**config.mk**
```make
export PLATFORM = sky130hd
export DESIGN_NAME = addr_reg_bank_flat
export DESIGN_NICKNAME = d
export VERILOG_FILES = /design/src/rtl/addr_reg_bank_if.sv /design/src/rtl/addr_reg_bank.sv /design/src/flat_wrapper.sv
export SDC_FILE = /design/constraint.sdc
export NUM_CORES = 1
export LEC_CHECK = 0
export ABC_AREA = 1
export BUFFER_PORTS_ARGS = -buffer_cell sky130_fd_sc_hd__clkbuf_2
export CAP_MARGIN = 20
export CORE_ASPECT_RATIO = 1.25
export CORE_UTILIZATION = 56
export DETAILED_ROUTE_END_ITERATION = 16
export PLACE_DENSITY = 0.8
export SYNTH_ARGS = -nofsm -noshare
export SYNTH_HDL_FRONTEND = slang
export SYNTH_SLANG_ARGS = --single-unit
```
**constraint.sdc**
```tcl
create_clock -name i_clk -period 2.3 [get_ports i_clk]
set_input_delay 0.345 -clock i_clk [delete_from_list [all_inputs] [get_ports i_clk]]
set_output_delay 0.345 -clock i_clk [all_outputs]
set_load 0.01 [all_outputs]
```
**src/rtl/addr_reg_bank_if.sv**
```systemverilog
// Bus bundle for addr_reg_bank: write path, stack/PC controls, two read ports and sticky stack flags.
interface addr_reg_bank_if #(
    parameter int DATA_W   = 16,
    parameter int NUM_REGS = 4,
    parameter int SEL_W    = $clog2(NUM_REGS)
);
    logic [DATA_W-1:0]   i_data;
    logic [2:0]          i_funSel;
    logic [NUM_REGS-1:0] i_regSel;
    logic [1:0]          i_stackOp;
    logic                i_pcInc;
    logic                i_flagClr;
    logic [SEL_W-1:0]    i_outCSel;
    logic [SEL_W-1:0]    i_outDSel;
    logic [DATA_W-1:0]   o_outC;
    logic [DATA_W-1:0]   o_outD;
    logic                o_stackOvf;
    logic                o_stackUnf;

    modport master (
        output i_data, i_funSel, i_regSel, i_stackOp, i_pcInc, i_flagClr,
        output i_outCSel, i_outDSel,
        input  o_outC, o_outD, o_stackOvf, o_stackUnf
    );

    modport slave (
        input  i_data, i_funSel, i_regSel, i_stackOp, i_pcInc, i_flagClr,
        input  i_outCSel, i_outDSel,
        output o_outC, o_outD, o_stackOvf, o_stackUnf
    );
endinterface

```
**src/rtl/addr_reg_bank.sv**
```systemverilog
// Address register bank (reg0=PC, reg1=AR, reg2=SP, rest general) with bounded SP push/pop,
// PC auto-increment and two zero-latency read ports.
module addr_reg_bank #(
    parameter int                DATA_W      = 16,
    parameter int                NUM_REGS    = 4,
    parameter logic [DATA_W-1:0] PC_INIT     = '0,
    parameter logic [DATA_W-1:0] STACK_BASE  = DATA_W'('h00FF),
    parameter logic [DATA_W-1:0] STACK_LIMIT = DATA_W'('h00F0)
) (
    input  logic          i_clk,
    input  logic          i_reset,
    addr_reg_bank_if.slave bus
);
    localparam int                HALF   = DATA_W / 2;
    localparam int                PC_IDX = 0;
    localparam int                SP_IDX = 2;
    localparam logic [DATA_W-1:0] ONE    = DATA_W'(1);

    typedef enum logic [1:0] {
        STK_NONE  = 2'b00,
        STK_PUSH  = 2'b01,
        STK_POP   = 2'b10,
        STK_NONE2 = 2'b11
    } stackOp_t;

    logic [DATA_W-1:0] r_regs     [NUM_REGS];
    logic [DATA_W-1:0] w_nextRegs [NUM_REGS];
    logic              r_stackOvf;
    logic              r_stackUnf;
    logic              w_setOvf;
    logic              w_setUnf;
    stackOp_t          w_stackOp;

    function automatic logic [DATA_W-1:0] applyFun(
        input logic [2:0]        fun,
        input logic [DATA_W-1:0] r,
        input logic [DATA_W-1:0] d
    );
        logic [DATA_W-1:0] result;
        case (fun)
            3'b000:  result = r - ONE;
            3'b001:  result = r + ONE;
            3'b010:  result = d;
            3'b011:  result = '0;
            3'b100:  result = {{HALF{1'b0}}, d[HALF-1:0]};
            3'b101:  result = {r[DATA_W-1:HALF], d[HALF-1:0]};
            3'b110:  result = {d[HALF-1:0], r[HALF-1:0]};
            default: result = {{HALF{d[HALF-1]}}, d[HALF-1:0]};
        endcase
        return result;
    endfunction

    assign w_stackOp = stackOp_t'(bus.i_stackOp);

    // A selected register takes the FunSel result; stack/PC side effects only apply when not overridden.
    always_comb begin
        w_setOvf = 1'b0;
        w_setUnf = 1'b0;
        for (int k = 0; k < NUM_REGS; k++) begin
            w_nextRegs[k] = r_regs[k];
            if (!bus.i_regSel[k]) begin
                w_nextRegs[k] = applyFun(bus.i_funSel, r_regs[k], bus.i_data);
            end else if (k == SP_IDX) begin
                case (w_stackOp)
                    STK_PUSH: begin
                        if (r_regs[k] > STACK_LIMIT) w_nextRegs[k] = r_regs[k] - ONE;
                        else                         w_setOvf      = 1'b1;
                    end
                    STK_POP: begin
                        if (r_regs[k] < STACK_BASE)  w_nextRegs[k] = r_regs[k] + ONE;
                        else                         w_setUnf      = 1'b1;
                    end
                    default: ;
                endcase
            end else if (k == PC_IDX && bus.i_pcInc) begin
                w_nextRegs[k] = r_regs[k] + ONE;
            end
        end
    end

    always_ff @(posedge i_clk) begin
        if (i_reset) begin
            for (int k = 0; k < NUM_REGS; k++) begin
                if (k == PC_IDX)      r_regs[k] <= PC_INIT;
                else if (k == SP_IDX) r_regs[k] <= STACK_BASE;
                else                  r_regs[k] <= '0;
            end
            r_stackOvf <= 1'b0;
            r_stackUnf <= 1'b0;
        end else begin
            for (int k = 0; k < NUM_REGS; k++) begin
                r_regs[k] <= w_nextRegs[k];
            end
            // A new violation beats a simultaneous clear.
            if (w_setOvf)            r_stackOvf <= 1'b1;
            else if (bus.i_flagClr)  r_stackOvf <= 1'b0;
            if (w_setUnf)            r_stackUnf <= 1'b1;
            else if (bus.i_flagClr)  r_stackUnf <= 1'b0;
        end
    end

    always_comb begin
        bus.o_outC = '0;
        bus.o_outD = '0;
        if (int'(bus.i_outCSel) < NUM_REGS) bus.o_outC = r_regs[bus.i_outCSel];
        if (int'(bus.i_outDSel) < NUM_REGS) bus.o_outD = r_regs[bus.i_outDSel];
    end

    assign bus.o_stackOvf = r_stackOvf;
    assign bus.o_stackUnf = r_stackUnf;
endmodule

```
**src/flat_wrapper.sv**
```systemverilog
// flat-port wrapper written by rule: the top's interface ports become plain ports
module addr_reg_bank_flat 
#(
    parameter int                DATA_W      = 16,
    parameter int                NUM_REGS    = 4,
    parameter logic [DATA_W-1:0] PC_INIT     = '0,
    parameter logic [DATA_W-1:0] STACK_BASE  = DATA_W'('h00FF),
    parameter logic [DATA_W-1:0] STACK_LIMIT = DATA_W'('h00F0)
)
  (i_clk, i_reset, bus_i_data, bus_i_funSel, bus_i_regSel, bus_i_stackOp, bus_i_pcInc, bus_i_flagClr, bus_i_outCSel, bus_i_outDSel, bus_o_outC, bus_o_outD, bus_o_stackOvf, bus_o_stackUnf);
  addr_reg_bank_if #(.DATA_W(DATA_W), .NUM_REGS(NUM_REGS)) bus_i ();
  input  logic i_clk;
  input  logic i_reset;
  input wire logic [$bits(bus_i.i_data)-1:0] bus_i_data;
  input wire logic [$bits(bus_i.i_funSel)-1:0] bus_i_funSel;
  input wire logic [$bits(bus_i.i_regSel)-1:0] bus_i_regSel;
  input wire logic [$bits(bus_i.i_stackOp)-1:0] bus_i_stackOp;
  input wire logic [$bits(bus_i.i_pcInc)-1:0] bus_i_pcInc;
  input wire logic [$bits(bus_i.i_flagClr)-1:0] bus_i_flagClr;
  input wire logic [$bits(bus_i.i_outCSel)-1:0] bus_i_outCSel;
  input wire logic [$bits(bus_i.i_outDSel)-1:0] bus_i_outDSel;
  output wire logic [$bits(bus_i.o_outC)-1:0] bus_o_outC;
  output wire logic [$bits(bus_i.o_outD)-1:0] bus_o_outD;
  output wire logic [$bits(bus_i.o_stackOvf)-1:0] bus_o_stackOvf;
  output wire logic [$bits(bus_i.o_stackUnf)-1:0] bus_o_stackUnf;
  assign bus_i.i_data = bus_i_data;
  assign bus_i.i_funSel = bus_i_funSel;
  assign bus_i.i_regSel = bus_i_regSel;
  assign bus_i.i_stackOp = bus_i_stackOp;
  assign bus_i.i_pcInc = bus_i_pcInc;
  assign bus_i.i_flagClr = bus_i_flagClr;
  assign bus_i.i_outCSel = bus_i_outCSel;
  assign bus_i.i_outDSel = bus_i_outDSel;
  assign bus_o_outC = bus_i.o_outC;
  assign bus_o_outD = bus_i.o_outD;
  assign bus_o_stackOvf = bus_i.o_stackOvf;
  assign bus_o_stackUnf = bus_i.o_stackUnf;
  addr_reg_bank #(.DATA_W(DATA_W), .NUM_REGS(NUM_REGS), .PC_INIT(PC_INIT), .STACK_BASE(STACK_BASE), .STACK_LIMIT(STACK_LIMIT)) u_core (.i_clk(i_clk), .i_reset(i_reset), .bus(bus_i));
endmodule
```
==> results of run 1 <==
## routing by layer
layer,global-route usage [%],up-vias
met3,9.54,161
met4,31.9,0
met2,67.1,540
li1,-,4913
met5,0,-
met1,45.8,4571
## power breakdown
part           switching [mW]  total, mW  internal [mW]
registers               0.205       1.46           1.26
clock network           0.548       1.30          0.755
logic                    1.51       2.36          0.843
## kinds of logic after synthesis
kind of cell | after synthesis | share of synthesized area [%]
AOI/OAI and AO/OA | 295 | 19.5
xor gates and xnor gates | 11 | 1.19
adders and majority gates | 43 | 6.84
buffers and inverters | 238 | 12.2
DFF | 66 | 16.3
and+or+nand+nor | 803 | 44.0
## final cells by class
type                            instances  area [um2]  area share, %
Multi-Input combinational cell       1152        5790           63.4
Timing Repair Buffer                  133         883           9.68
Clock buffer                           13         250           2.74
Sequential cell                        66        1320           14.5
Clock inverter                          3        15.0          0.165
Inverter                              172         646           7.08
Tap cell                              175         219           2.40
## registers in the layout, summed over array words and instances, names as in the netlist
| register | count |
|---|---|
| u_core.bus.o_stackUnf | 1 |
| u_core.r_regs | 64 |
| u_core.bus.o_stackOvf | 1 |
## stage by stage
stage | std cells | TNS (ns)
2_1_floorplan | 1456 | 0
3_3_place_gp | 1696 | -0.0815
3_5_place_dp | 1696 | -0.108
4_1_cts | 1712 | 0
5_1_grt | 1714 | 0
6_report | 1714 | 0
## repair_timing
| item | CTS | global route |
|---|---|---|
| resized for setup | 1 | 0 |
| hold buffers | 0 | 0 |
| pin swaps | 0 | 1 |
| cloned | 0 | 0 |
| endpoints found under the setup margin | 2 | 1 |
| setup buffers | 0 | 2 |
## placed cells by master, fill, tap and decap left out, drive strengths merged, types with 4 or more instances in the layout
cell and count:
nand2 419, nor2 176, inv 170, nand3 155, a21oi 140, o21ai 128, clkbuf 79, buf 67
dfxtp 66, ha 41, nand4 24, a31oi 16, xor2 10, nand3b 9, or2 9, nor3 6
and2 5, clkinv 5, o22ai 4
## final timing paths
kind	depth (start not counted)	to	start	slack, ns
worst max register to register	12	u_core.r_regs[2][9]	u_core.r_regs[2][1]	0.31
worst min register to register	2	u_core.bus.o_stackUnf	u_core.bus.o_stackUnf	0.46
worst min-delay path	4	u_core.bus.o_stackUnf	bus_i_flagClr	0.26
worst max-delay path	3	bus_o_outC[3]	u_core.r_regs[0][3]	0.15
## cell usage after synthesis (2+ instances only)
cell      count  area share [%]
a22oi_1       2            0.19
a31oi_1      16             1.2
nor2_1      152             7.1
ha_1         41             6.3
o21ai_0     114             7.1
buf_2        23             1.4
nand4_1      23             1.8
nand2_1     405              19
o21ai_1      12            0.74
a21oi_2      12             1.3
nand3_2       3            0.37
inv_1       159             7.4
xor2_1       10             1.1
clkinv_1      2           0.093
inv_2        11            0.51
clkbuf_1     29             1.3
nand3_1     152             9.4
a221oi_1      2            0.22
nor3_1        4            0.25
dfxtp_1      66              16
fa_1          2            0.49
o22ai_1       4            0.31
or2_2         8            0.62
nand2_4       3            0.42
nand2_2      10            0.77
buf_6         2            0.28
buf_4        10            0.93
nand3b_1      9            0.84
nor2_2       14             1.1
o21bai_1      2            0.19
a21oi_1     128             7.9
o21ai_2       2            0.22
nor2_4       10             1.4
and2_1        5            0.39
## worst reg2reg max path, delay by kind of cell, from the launching register on
| kind | cells | cell delay [ns] |
|---|---|---|
| compound gates | 1 | 0.04 |
| fa+ha+maj | 1 | 0.29 |
| flops | 1 | 0.55 |
| simple gates | 10 | 1.01 |
==> results by group, run 1 <==
Worst setup path
  – WP data arrival: 1.81 ns
  – Worst path cell trace: nor2_1 -> o21ai_0 -> clkbuf_2
  – CP Capture Type: output port
  – Crit path required time: 1.96 ns
  – Slowest stage cell, crit path: dfxtp_1
  – Critical path buffer and inverter count: 1
  – Crit path max fanout: 12
  – CP startpoint kind: register
  – Worst setup path category: reg2out
  – Max incr delay on CP: 0.63 ns
  – Worst path top cell family by delay: flip-flops

Drt
  – Final WL: 29800 um
  – Wire per inst: 17.4 um
  – 1st-pass router iterations: 5
  – Vias per cell: 5.94
  – Via count: 10200
  – Met2 wire length: 13700 um
  – DR DRC count: 0
  – Initial DRC Count: 1187
  – Max layer used: met4
  – Post-Route M1 WL: 10800 um
  – Metal3 WL: 2820 um
  – Post-route ant nets: 0

Synth
  – Synth warn: 0
  – Ys flop type: dfxtp_1
  – Number of synthesized flops with an enable pin: 0
  – Syn Nets: 1532
  – Post-synthesis cell type count: 43
  – Syn Area/Cell: 5.56 um2
  – Sequential element share of the synthesized area: 16.3%
  – Asr flop ratio synth: 0%
  – Synth Cell Area: 8090 um2
  – Seq cells post-synth: 66
  – Post-Syn Instances: 1456

Final layout
  – Layout cell share with drive strength beyond 1: 14.5%
  – Cell area after layout: 9120 um2
  – # diodes: 0
  – Fillers: 1381
  – Final Util: 65.5%
  – P&R area growth vs syn: 12.8%
  – Layout Nets: 1610

Timing
  – Final setup fails: 0
  – Clock skew: 0.00810 ns
  – Fin crit share: 93.6%
  – Max-slew violations: 0
  – RSZ-0062 raised after global routing: no
  – Fmax: 464 MHz
  – Final worst path period need: 2.15 ns
  – Slew HR: 56.5%
  – Final worst setup slack: 0.147 ns
  – Fin. Hold Viols: 0
  – Worst-Margin Slew: 0.650 ns
  – Hold slack: 0.261 ns

Clock network
  – Clk slew on worst S/H paths: 0.05 ns
  – Worst-Skew Late Latency: 0.35 ns
  – TritonCTS Sinks: 66
  – Num CTS Buffers: 9
  – # H-tree levels: 3
  – Root Buffer: clkbuf_16
  – CTS tree: built
  – Max Root-Sink Buffers: 2

Floorplan
  – Die area: 14900 um2
  – Boundary pin count: 67
  – Die height: 136 um
  – Starting Density: 58.1%
  – Die width: 109 um
  – Rows: 48
  – Total core area: 13900 um2

Run
  – # Max-Cap Violations: 0

Place
  – DP Worst Slack: -0.102 ns
  – Port Buffer Count: 66
  – Dpl cell area: 8830 um2
  – RePlAce Congestion: 1.05
  – Post-DP HPWL: 22500 um

Power and ir drop
  – Total power: 5.12 mW
  – Power Density: 562 nW/um2
  – Peak VDD IR: 0.000338 V
  – Leakage: 4.62 nW

Global routing
  – Grt total ovfl: 0
  – Initial antenna violation count: 0
  – GRT Total Usage: 41.2%
  – Global-route wire length before repair: 46400 um
  – Vias in the first global route: 9112
  – Pin count of the biggest net entering global routing: 47

Worst hold path
  – Worst hold-check path type: in2reg

Status
  – Outcome: finished clean
No activity file was read; power rests on OpenSTA's default activity.
==> run 2, diff against run 1 <==
--- a/config.mk
+++ b/config.mk
@@ -6,7 +6,7 @@
 export NUM_CORES = 1
 export LEC_CHECK = 0
 export ABC_AREA = 1
-export BUFFER_PORTS_ARGS = -buffer_cell sky130_fd_sc_hd__clkbuf_2
+export BUFFER_PORTS_ARGS = -buffer_cell sky130_fd_sc_hd__buf_2
 export CAP_MARGIN = 20
 export CORE_ASPECT_RATIO = 1.25
 export CORE_UTILIZATION = 56
==> results by group, run 2 (synthesis results as in run 1) <==
Worst hold path
  – Worst hold-check path type: in2reg

Global routing
  – Global-route wire length before repair: 47700 um
  – Initial antenna violation count: 0
  – Vias in the first global route: 9358
  – Pin count of the biggest net entering global routing: 47
  – Grt total ovfl: 0
  – GRT Total Usage: 42.3%

Place
  – Dpl cell area: 8810 um2
  – DP Worst Slack: -0.148 ns
  – RePlAce Congestion: 1.06
  – Post-DP HPWL: 22500 um
  – Port Buffer Count: 66

Status
  – Outcome: finished clean

Timing
  – Fmax: 464 MHz
  – Final worst path period need: 2.15 ns
  – Fin. Hold Viols: 0
  – Hold slack: 0.264 ns
  – Post-route setup TNS: 0 ns
  – Max-slew violations: 0
  – RSZ-0062 raised after global routing: no
  – Worst-Margin Slew: 0.646 ns
  – Fin crit share: 93.6%
  – Final setup fails: 0
  – Clock skew: 0.00725 ns
  – Final worst setup slack: 0.147 ns
  – Slew HR: 56.9%

Drt
  – Initial DRC Count: 1254
  – DR DRC count: 0
  – 1st-pass router iterations: 6
  – Post-route ant nets: 0
  – Vias per cell: 5.98
  – Via count: 10200
  – Wire per inst: 17.8 um
  – Final WL: 30400 um

Worst setup path
  – WP data arrival: 1.81 ns
  – CP Capture Type: output port
  – Crit path max fanout: 39
  – Worst setup path category: in2out
  – CP startpoint kind: input pin
  – Crit path required time: 1.96 ns

Clock network
  – Cts hold-fix bufs: 0
  – Num CTS Buffers: 9
  – # H-tree levels: 3
  – CTS tree: built
  – Worst-Skew Late Latency: 0.35 ns
  – TritonCTS Sinks: 66
  – Clk slew on worst S/H paths: 0.05 ns
  – Root Buffer: clkbuf_16
  – Max Root-Sink Buffers: 2

Final layout
  – # diodes: 0
  – P&R area growth vs syn: 13.1%
  – Reg with most FFs: u_core.r_regs
  – Layout Nets: 1610
  – Layout cell share with drive strength beyond 1: 14.6%
  – Cell area after layout: 9150 um2
  – Final Util: 65.7%
  – Commonest non-fill, non-tap cells in the layout: 405 x nand2_1, 159 x inv_1, 152 x nor2_1, 152 x nand3_1, 128 x a21oi_1
  – Max reg flops: 64
  – Commonest non-fill, non-tap cell in the layout: nand2_1

Floorplan
  – Rows: 48
  – Total core area: 13900 um2
  – Die width: 109 um
  – Starting Density: 58.1%
  – Die height: 136 um
  – Die area: 14900 um2
  – Boundary pin count: 67

Run
  – # Max-Cap Violations: 0

Power and ir drop
  – Peak VDD IR: 0.000373 V
  – Power Density: 570 nW/um2
  – Leakage: 4.63 nW
## run 2: cell types whose count changed in the layout (fill, tap and decap cells not counted), moves of 2 or more
cell      previous run  this run
clkbuf_2            66         0
buf_2                0        66
clkbuf_1             3         1
ha_1                41        39
ha_4                 0         2
## run 2: repair_timing
item / 4_1_cts / 5_1_grt
gates resized for setup: 1 / 4
gates cloned: 0 / 1
setup buffers: 0 / 2
endpoints found under the setup margin: 6 / 10
pin swaps: 0 / 2
## run 2: layer usage
metal  vias to the layer above  routed length [um]  track usage, %
met5                         -                   0               0
met4                         0                2980            37.4
met3                       197                3230            9.25
met2                       590               13400            65.9
met1                      4548               10700            48.0
li1                       4903                   -               -
## run 2: final cells by class
type | instances | area [um2]
Tap cell | 175 | 219
Fill cell | 1406 | 4780
Clock inverter | 4 | 45.0
Sequential cell | 66 | 1320
Timing Repair Buffer | 132 | 863
Multi-Input combinational cell | 1153 | 5830
Clock buffer | 10 | 229
Inverter | 172 | 646
## run 2: worst paths after layout
check	from	to	slack, ns	cells past startpoint
setup reg to reg	u_core.r_regs[2][1]	u_core.r_regs[2][15]	0.23	12
hold / removal	bus_i_flagClr	u_core.bus.o_stackUnf	0.26	4
hold reg to reg	u_core.bus.o_stackUnf	u_core.bus.o_stackUnf	0.47	2
setup / recovery	bus_i_outCSel[0]	bus_o_outC[7]	0.15	6
## run 2: where the power goes
group | internal [mW] | switching, mW
Clock | 0.821 | 0.547
Sequential | 1.26 | 0.214
Combinational | 0.854 | 1.52
## run 2: metrics by stage
stage / instances / total power [mW]
finish: 1712 / 5.22
global route: 1712 / 5.55
CTS: 1709 / 5.13
detailed placement: 1695 / 3.76
global placement: 1695 / 3.71
floorplan: 1456 / 3.05
## run 2: worst max-delay path, cell delays in order
cell and delay (ns):
buf_2 0.09, clkinv_1 0.22, buf_12 0.26, o21ai_1 0.41, o21ai_0 0.27, buf_2 0.21
